File: config.mk
export PLATFORM = sky130hd
export DESIGN_NAME = estagio_id_ex
export DESIGN_NICKNAME = d
export VERILOG_FILES = /design/src/rtl/estagio_id_ex.sv
export SDC_FILE = /design/constraint.sdc
export NUM_CORES = 1
export LEC_CHECK = 0
export BUFFER_PORTS_ARGS = -buffer_cell sky130_fd_sc_hd__buf_2
export CAP_MARGIN = 20
export CORE_ASPECT_RATIO = 2
export CORE_MARGIN = 5
export CORE_UTILIZATION = 46
export DETAILED_ROUTE_END_ITERATION = 16
export GPL_ROUTABILITY_DRIVEN = 1
export PLACE_DENSITY = 0.82
export SYNTH_ARGS = -nofsm -noshare
export SYNTH_HDL_FRONTEND = slang
export SYNTH_SLANG_ARGS = --single-unit
File: constraint.sdc
create_clock -name clock -period 2 [get_ports clock]
set_input_delay 0.1 -clock clock [delete_from_list [all_inputs] [get_ports clock]]
set_output_delay 0.1 -clock clock [all_outputs]
set_load 0.02 [all_outputs]
File: src/rtl/estagio_id_ex.sv
// ID/EX pipeline register of the simplified MIPS, sitting right before the ALU.
// Captures decoded operands with EX/MEM and MEM/WB forwarding resolved at
// capture time, translates aluop/funct into the 4-bit ALU code, and hands the
// result to the execute stage through a valid/ready handshake with flush.
module estagio_id_ex #(
  parameter int LARGURA   = 32,
  parameter int NREG_BITS = 5
) (
  input  logic                 clock,
  input  logic                 reset,
  input  logic                 flush,
  input  logic                 in_valid,
  output logic                 in_ready,
  input  logic [1:0]           aluop,
  input  logic [5:0]           funct,
  input  logic                 alusrc,
  input  logic [NREG_BITS-1:0] rs_idx,
  input  logic [NREG_BITS-1:0] rt_idx,
  input  logic [LARGURA-1:0]   rs_val,
  input  logic [LARGURA-1:0]   rt_val,
  input  logic [LARGURA-1:0]   imm,
  input  logic                 fwd_mem_en,
  input  logic [NREG_BITS-1:0] fwd_mem_reg,
  input  logic [LARGURA-1:0]   fwd_mem_val,
  input  logic                 fwd_wb_en,
  input  logic [NREG_BITS-1:0] fwd_wb_reg,
  input  logic [LARGURA-1:0]   fwd_wb_val,
  output logic                 out_valid,
  input  logic                 out_ready,
  output logic [3:0]           ctrlULA,
  output logic [LARGURA-1:0]   entradaA,
  output logic [LARGURA-1:0]   entradaB,
  output logic                 ilegal
);

  // Operand selection: the younger EX/MEM result wins over MEM/WB; $zero is
  // hard-wired and must never pick up a forwarded value.
  function automatic logic [LARGURA-1:0] forward(
    input logic [NREG_BITS-1:0] idx,
    input logic [LARGURA-1:0]   reg_val
  );
    logic [LARGURA-1:0] sel;
    sel = reg_val;
    if (idx != '0) begin
      if (fwd_mem_en && (fwd_mem_reg == idx))
        sel = fwd_mem_val;
      else if (fwd_wb_en && (fwd_wb_reg == idx))
        sel = fwd_wb_val;
    end
    return sel;
  endfunction

  // ALU control: returns {ilegal, ctrlULA}. Unknown R-type funct maps to 15,
  // which the ALU treats as "produce zero".
  function automatic logic [4:0] decode(
    input logic [1:0] op,
    input logic [5:0] fn
  );
    logic [4:0] r;
    r = {1'b0, 4'd2};
    case (op)
      2'b00: r = {1'b0, 4'd2};
      2'b01: r = {1'b0, 4'd6};
      2'b11: r = {1'b0, 4'd1};
      default: begin
        case (fn)
          6'b100000: r = {1'b0, 4'd2};
          6'b100010: r = {1'b0, 4'd6};
          6'b100100: r = {1'b0, 4'd0};
          6'b100101: r = {1'b0, 4'd1};
          6'b101010: r = {1'b0, 4'd7};
          6'b100111: r = {1'b0, 4'd12};
          default:   r = {1'b1, 4'd15};
        endcase
      end
    endcase
    return r;
  endfunction

  logic               vld_p1;
  logic [3:0]         ctrl_p1;
  logic               ilegal_p1;
  logic [LARGURA-1:0] op_a_p1;
  logic [LARGURA-1:0] op_b_p1;
  logic [4:0]         dec_p0;
  logic [LARGURA-1:0] op_a_p0;
  logic [LARGURA-1:0] op_b_p0;
  logic               accept;

  assign in_ready = !vld_p1 || out_ready;
  assign accept   = in_valid && in_ready && !flush;

  // Capture-side combinational decode and forwarding (stage p0)
  always_comb begin
    dec_p0  = decode(aluop, funct);
    op_a_p0 = forward(rs_idx, rs_val);
    op_b_p0 = alusrc ? imm : forward(rt_idx, rt_val);
  end

  // Stage register p0 -> p1: reset clears everything, flush only kills valid
  always_ff @(posedge clock) begin
    if (!reset) begin
      vld_p1    <= 1'b0;
      ctrl_p1   <= '0;
      ilegal_p1 <= 1'b0;
      op_a_p1   <= '0;
      op_b_p1   <= '0;
    end else if (flush) begin
      vld_p1 <= 1'b0;
    end else if (accept) begin
      vld_p1    <= 1'b1;
      ctrl_p1   <= dec_p0[3:0];
      ilegal_p1 <= dec_p0[4];
      op_a_p1   <= op_a_p0;
      op_b_p1   <= op_b_p0;
    end else if (out_ready) begin
      vld_p1 <= 1'b0;
    end
  end

  assign out_valid = vld_p1;
  assign ctrlULA   = ctrl_p1;
  assign ilegal    = ilegal_p1;
  assign entradaA  = op_a_p1;
  assign entradaB  = op_b_p1;

endmodule
# [Word-level counts from Yosys, hierarchy flattened]
# Cells that the tools add are included.
# Widths: inputs -> output; s select.
[word_totals] regBits=70 word_cells=45 inputBits=196 memories=0 latchBits=0 romBits=0 mem_bits_rw=0 out_inout_bits=71
[classes] shifts=0 n_lt_le_gt_ge=0 n_mux=11 n_reduce_logical=15 addsub=0 bitwise=2 n_mul=0 div=0 n_eq_ne=12
[ops] cell="$mux 32" n=7
[ops] cell="$eq 6x6->1 const B" n=6
[ops] cell="$pmux 5 s6" n=1
[ops] cell="$eq 5x5->1" n=4
[ops] cell="$pmux 5 s3" n=1
[ops] cell="$reduce_bool 5->1" n=2
[ops] cell="$logic_and 1x1->1" n=6
[ops] cell="$eq 2x1->1 const B" n=1
[ops] cell="$eq 2x2->1 const B" n=1
[ops] cell="$logic_not 1->1" n=2
[ops] cell="$logic_not 2->1" n=1
[ops] cell="$mux 1" n=2
[ops] cell="$not 1->1" n=2
[ops] cell="$reduce_and 2->1" n=1
[ops] cell="$reduce_bool 2->1" n=1
[ops] cell="$reduce_or 2->1" n=1
[ops] cell="$logic_or 1x1->1" n=1

# [Longest topological paths before layout]
[logic_depth] ltp_word=6 mapped_depth=8 ltp_nobuf=6

# [Worst setup path before layout]
# No wires, ideal clock.
[synth_path] path_type="reg-to-reg" startpoint="register vld_p1, in the netlist out_valid" endpoint="register op_b_p1[13], in the netlist entradaB[13]" n_path_buf=2 arrival_time_ns=1.734 path_stages_with_launch=8 synth_period_minus_slack_ns=1.804 path_slack_ns=0.196 t_required_ns=1.930 setup_time_ns=0.070 path_cell_list="dfxtp_1 > nor2b_1 > inv_1 > nand3b_1 > clkbuf_1 > clkbuf_1 > a21oi_1 > a21oi_1"
[synth_via] elab_chain_len=5
[synth_rtl] element="start, declared" line_no="80" rtl="logic vld_p1;"
[synth_rtl] element="start signal, assigned" line_no="103" rtl="vld_p1 <= 1'b0;"
[synth_rtl] element="start signal, assigned" line_no="109" rtl="vld_p1 <= 1'b0;"
[synth_rtl] element="start signal, assigned" line_no="111" rtl="vld_p1 <= 1'b1;"
[synth_rtl] element="$logic_not 1->1" line_no="90" rtl="assign in_ready = !vld_p1 || out_ready;"
[synth_rtl] element="$logic_or 1x1->1" line_no="90"
[synth_rtl] element="via in_ready" line_no="13" rtl="output logic in_ready,"
[synth_rtl] element="$logic_and 1x1->1 (2 in a row)" line_no="91" rtl="assign accept = in_valid && in_ready && !flush;"
[synth_rtl] element="$reduce_and 2->1 (no line)"
[synth_rtl] element="end signal, assigned" line_no="115" rtl="op_b_p1 <= op_b_p0;"
[synth_rtl] element="end, declared" line_no="84" rtl="logic [LARGURA-1:0] op_b_p1;"
# The timed path passes the listed nets, and every way through them passes these cells.
# A chain may end at the register's enable or synchronous reset.

# [Worst setup path after layout]
[layout_path] startpoint="input rs_idx[1]" endpoint="register op_a_p1[1], in the netlist entradaA[1]"
[layout_via] elab_chain_len=5 word_cells_on_any_way=8 classes_between="2 x eq/ne; 3 x mux; 3 x reduce/logical"
[layout_rtl] element="start, declared" line_no="17" rtl="input logic [NREG_BITS-1:0] rs_idx,"
[layout_rtl] element="$eq 5x5->1" line_no="47" rtl="else if (fwd_wb_en && (fwd_wb_reg == idx))"
[layout_rtl] element="$logic_and 1x1->1" line_no="47"
[layout_rtl] element="$mux 32" line_no="47"
[layout_rtl] element="$mux 32" line_no="45" rtl="if (fwd_mem_en && (fwd_mem_reg == idx))"
[layout_rtl] element="$mux 32 (*)" line_no="44" rtl="if (idx != '0) begin"
[layout_rtl] element="end signal, assigned" line_no="114" rtl="op_a_p1 <= op_a_p0;"
[layout_rtl] element="end, declared" line_no="83" rtl="logic [LARGURA-1:0] op_a_p1;"
# Every way passes the cells marked *; elsewhere a longest branch is shown, timed or not.

==> flow_metrics.tcl <==
set metrics [dict create \
    design.core.area_sq_mm 0.0105 \
    netSwitchingFraction_pct 30.5 \
    relSlewSlack_pct 32.8 \
    routed_wl_microns 20100 \
    grt_max_degree 63 \
    slowest_delay_ps 780 \
    hold_start "rs_val[20]" \
    ys_ff_latch 70 \
    port_buffers 266 \
    regToRegSetupSlack_ps 290 \
    n_fill_cell 992 \
    cts_buffers 9 \
    die_w_microns 82.7 \
    hold_depth 3 \
    yosysUniqueCellTypes 43 \
    nets 1099 \
    drt-initial-drc-count 376 \
    post-route-min-period_ps 1720 \
    grt_first_pass_wirelength_microns 30600 \
    grt_pass1_vias 6357 \
    leakage_nw 2.89 \
    cp.required_ps 2250 \
    cp_max_fo 32 \
    clk_latency_ps 330 \
    hold_slack_ps 48.1 \
    synth.avg_cell_area_sq_um 7.35 \
    critPathBufInv 1 \
    hold_violations 0 \
    post-route-util_pct 64.1 \
    synth_edf_count 0 \
    synth_ff_type "dfxtp_1" \
    grtUsageTotal_pct 30.7 \
    crit_start "rs_idx[1]" \
    drive_above_1_share_pct 35.8 \
    fin_crit_sh_pct 86.1 \
    r2r_end "entradaB[19]$_SDFFE_PN0P_" \
    p_int_mw 2.94 \
    route.detailed.drc 0 \
    worstHoldEndpoint "entradaA[20]$_SDFFE_PN0P_" \
    initial_utilization_pct 46.5 \
    crit_type "input pin to register" \
    area_delta_synth_final_pct 38.0 \
    grt_setup_unrepaired "no" \
    end_kind "register" \
    num_rows 53 \
    regToRegStartpoint "out_valid$_SDFFE_PP0P_" \
    wl_per_cell_microns 19.2 \
    drv_cap 0 \
    synth_warnings 0 \
    cts-root-to-sink-buffers 2 \
    p_per_area_mw_per_mm2 629 \
    fin_worst_skew_ps 11.2 \
    cp_top_family "compound AO/OA/AOI/OAI gates" \
    cp_slowest_cell "o22ai_4" \
    async_reset_ff_share_pct 0 \
    viasPerCell 6.06 \
    seqPwrFrac_pct 37.0 \
    crit_path_start_kind "input pin" \
    clkPwrFrac_pct 38.4 \
    dieArea_sq_mm 0.0129 \
    firstDrtPassIters 5 \
    syn_inst 662 \
    syn_nets 858 \
    numClockSinks 70 \
    setup_viol 0 \
    ir_drop_mv 0.388 \
    cts_setup_buffers 0 \
    worst_hold_path_type "input pin to register" \
    antenna_found_initial 2 \
    place_hpwl_microns 15500 \
    yosysSeqAreaShare_pct 28.8 \
    ios 267 \
    postRouteAntennaNets 0 \
    vias 6351 \
    cts_tree "built" \
    cp.arrival_ps 1970 \
    status "finished, final reports clean" \
    total_power_mw 4.23 \
    cts_root_buf "clkbuf_16" \
    p_switching_mw 1.29 \
    p_comb_share_pct 24.6 \
    overflow 0 \
    fmax_ghz 0.581 \
    tightest_slew_ps 1010 \
    crit_top_cell "a21oi_1" \
    htreeDepth 3 \
    crit_chain "buf_2 -> or4_1 -> o22ai_4 -> a21oi_1 -> a21oi_1" \
    slew_violations 0 \
    gp_congestion 0.933 \
    reg2reg_depth 6 \
    clk_pin_slew_ps 60 \
    syn_area_sq_mm 0.00487 \
    die_height_microns 155 \
]
-- worst max-delay path by stage --
stage                                      endpoint  slack, ps  cells after the start
after floorplan           entradaB[13]$_SDFFE_PN0P_        200                      7
after global placement    entradaA[20]$_SDFFE_PN0P_         20                      5
after detailed placement  entradaA[10]$_SDFFE_PN0P_        -60                      5
after CTS                 entradaB[19]$_SDFFE_PN0P_        280                      6
after global routing       entradaA[3]$_SDFFE_PN0P_        170                      5
final                      entradaA[1]$_SDFFE_PN0P_        280                      5
-- synth_stat cells (2+ instances only) --
master | number | area, sq um
mux2i_1 | 3 | 30.0
o221ai_1 | 30 | 263
nand2b_1 | 4 | 25.0
dfxtp_1 | 70 | 1400
and2_1 | 2 | 12.5
clkbuf_1 | 49 | 184
nor2_1 | 37 | 139
o21ai_0 | 37 | 185
nor4_2 | 2 | 25.0
o21ai_1 | 30 | 150
a21oi_1 | 74 | 370
buf_1 | 2 | 7.51
buf_2 | 11 | 55.1
o211ai_1 | 60 | 450
mux2_1 | 24 | 270
nand3b_1 | 2 | 15.0
mux2_2 | 6 | 67.6
nand3_1 | 33 | 165
and3_1 | 3 | 18.8
xor2_1 | 13 | 114
nor2b_1 | 4 | 25.0
a221o_1 | 2 | 20.0
nor3b_1 | 3 | 22.5
nand2_1 | 98 | 368
inv_1 | 5 | 18.8
buf_6 | 2 | 22.5
nor3_1 | 2 | 10.0
a21o_1 | 32 | 240
xnor2_1 | 8 | 70.1
-- flip-flops by register name (all words and copies together) (netlist names) --
register,cells
entradaA,32
entradaB,32
ctrlULA,4
ilegal,1
out_valid,1
-- what timing repair did --
action / 4_1_cts / 5_1_grt
gates resized for setup: 0 / 0
hold endpoints to repair: 2 / 0
endpoints found under the setup margin: 0 / 0
hold buffers: 2 / 0
-- layout by cell type, fill, tap and decap left out, types with 2 or more instances in the layout --
master	n
buf_2	266
nand2_1	98
a21oi_1	74
dfxtp_1	70
o211ai_1	60
o21ai_0	37
nor2_1	35
nand3_1	33
a21o_1	32
o221ai_1	30
o21ai_1	30
mux2_1	24
buf_4	22
xor2_1	13
clkbuf_16	9
xnor2_1	8
mux2_2	6
buf_12	6
inv_1	5
nor2b_1	4
nand2b_1	4
diode_2	3
and3_1	3
nor3b_1	3
mux2i_1	3
nor4_2	2
nor3_1	2
and2_1	2
a221o_1	2
nand3b_1	2
clkinv_2	2
dlygate4sd3_1	2
-- power groups by stage --
stage / registers, mW / clock network [mW] / logic [mW]
2_1_floorplan: 1.72 / 0 / 0.396
3_3_place_gp: 1.59 / 0 / 1.02
3_5_place_dp: 1.59 / 0 / 1.03
4_1_cts: 1.56 / 1.65 / 1.03
5_1_grt: 1.57 / 1.71 / 1.13
6_report: 1.56 / 1.62 / 1.04
-- metrics by stage --
stage,area (sq um),setup TNS [ps],std cells,worst slack [ps]
6_report,6720,0,1048,278
5_1_grt,6720,0,1047,165
4_1_cts,6710,0,1045,283
3_5_place_dp,6390,-1100,1027,-61.4
3_3_place_gp,6390,0,1027,15.6
2_1_floorplan,4870,0,662,196
-- routing by layer --
| metal | wire, microns | global-route usage (%) | vias to the layer above | part of all wire, % |
|---|---|---|---|---|
| li1 | - | - | 2912 | - |
| met5 | 0 | 0 | - | 0 |
| met4 | 1360 | 22.2 | 0 | 6.8 |
| met3 | 1550 | 6.60 | 110 | 7.7 |
| met1 | 6740 | 30.8 | 2952 | 33 |
| met2 | 10500 | 53.6 | 377 | 52 |
-- logic make-up after synthesis --
family	synth area share, %
muxes	7.56
AOI/OAI and AO/OA	35.6
and+or+nand+nor	17.9
buffers and inverters	6.37
DFF	28.8
xor gates and xnor gates	3.78
-- area by class of cell --
class	instances	area (sq um)	share of cell area, %
Antenna cell	3	7.51	0.112
Clock buffer	11	243	3.61
Clock inverter	5	57.6	0.857
Inverter	5	18.8	0.279
Multi-Input combinational cell	521	3180	47.4
Sequential cell	70	1400	20.9
Tap cell	137	171	2.55
Timing Repair Buffer	296	1640	24.4
-- worst reg2reg max path: cells and delay by family (launching register included) --
kind,cells,cell delay (ps)
buffers and inverters,1,230
AOI/OAI and AO/OA,2,320
and+or+nand+nor,3,750
DFF,1,320
Note: power is estimated with default switching activity, not from simulation.
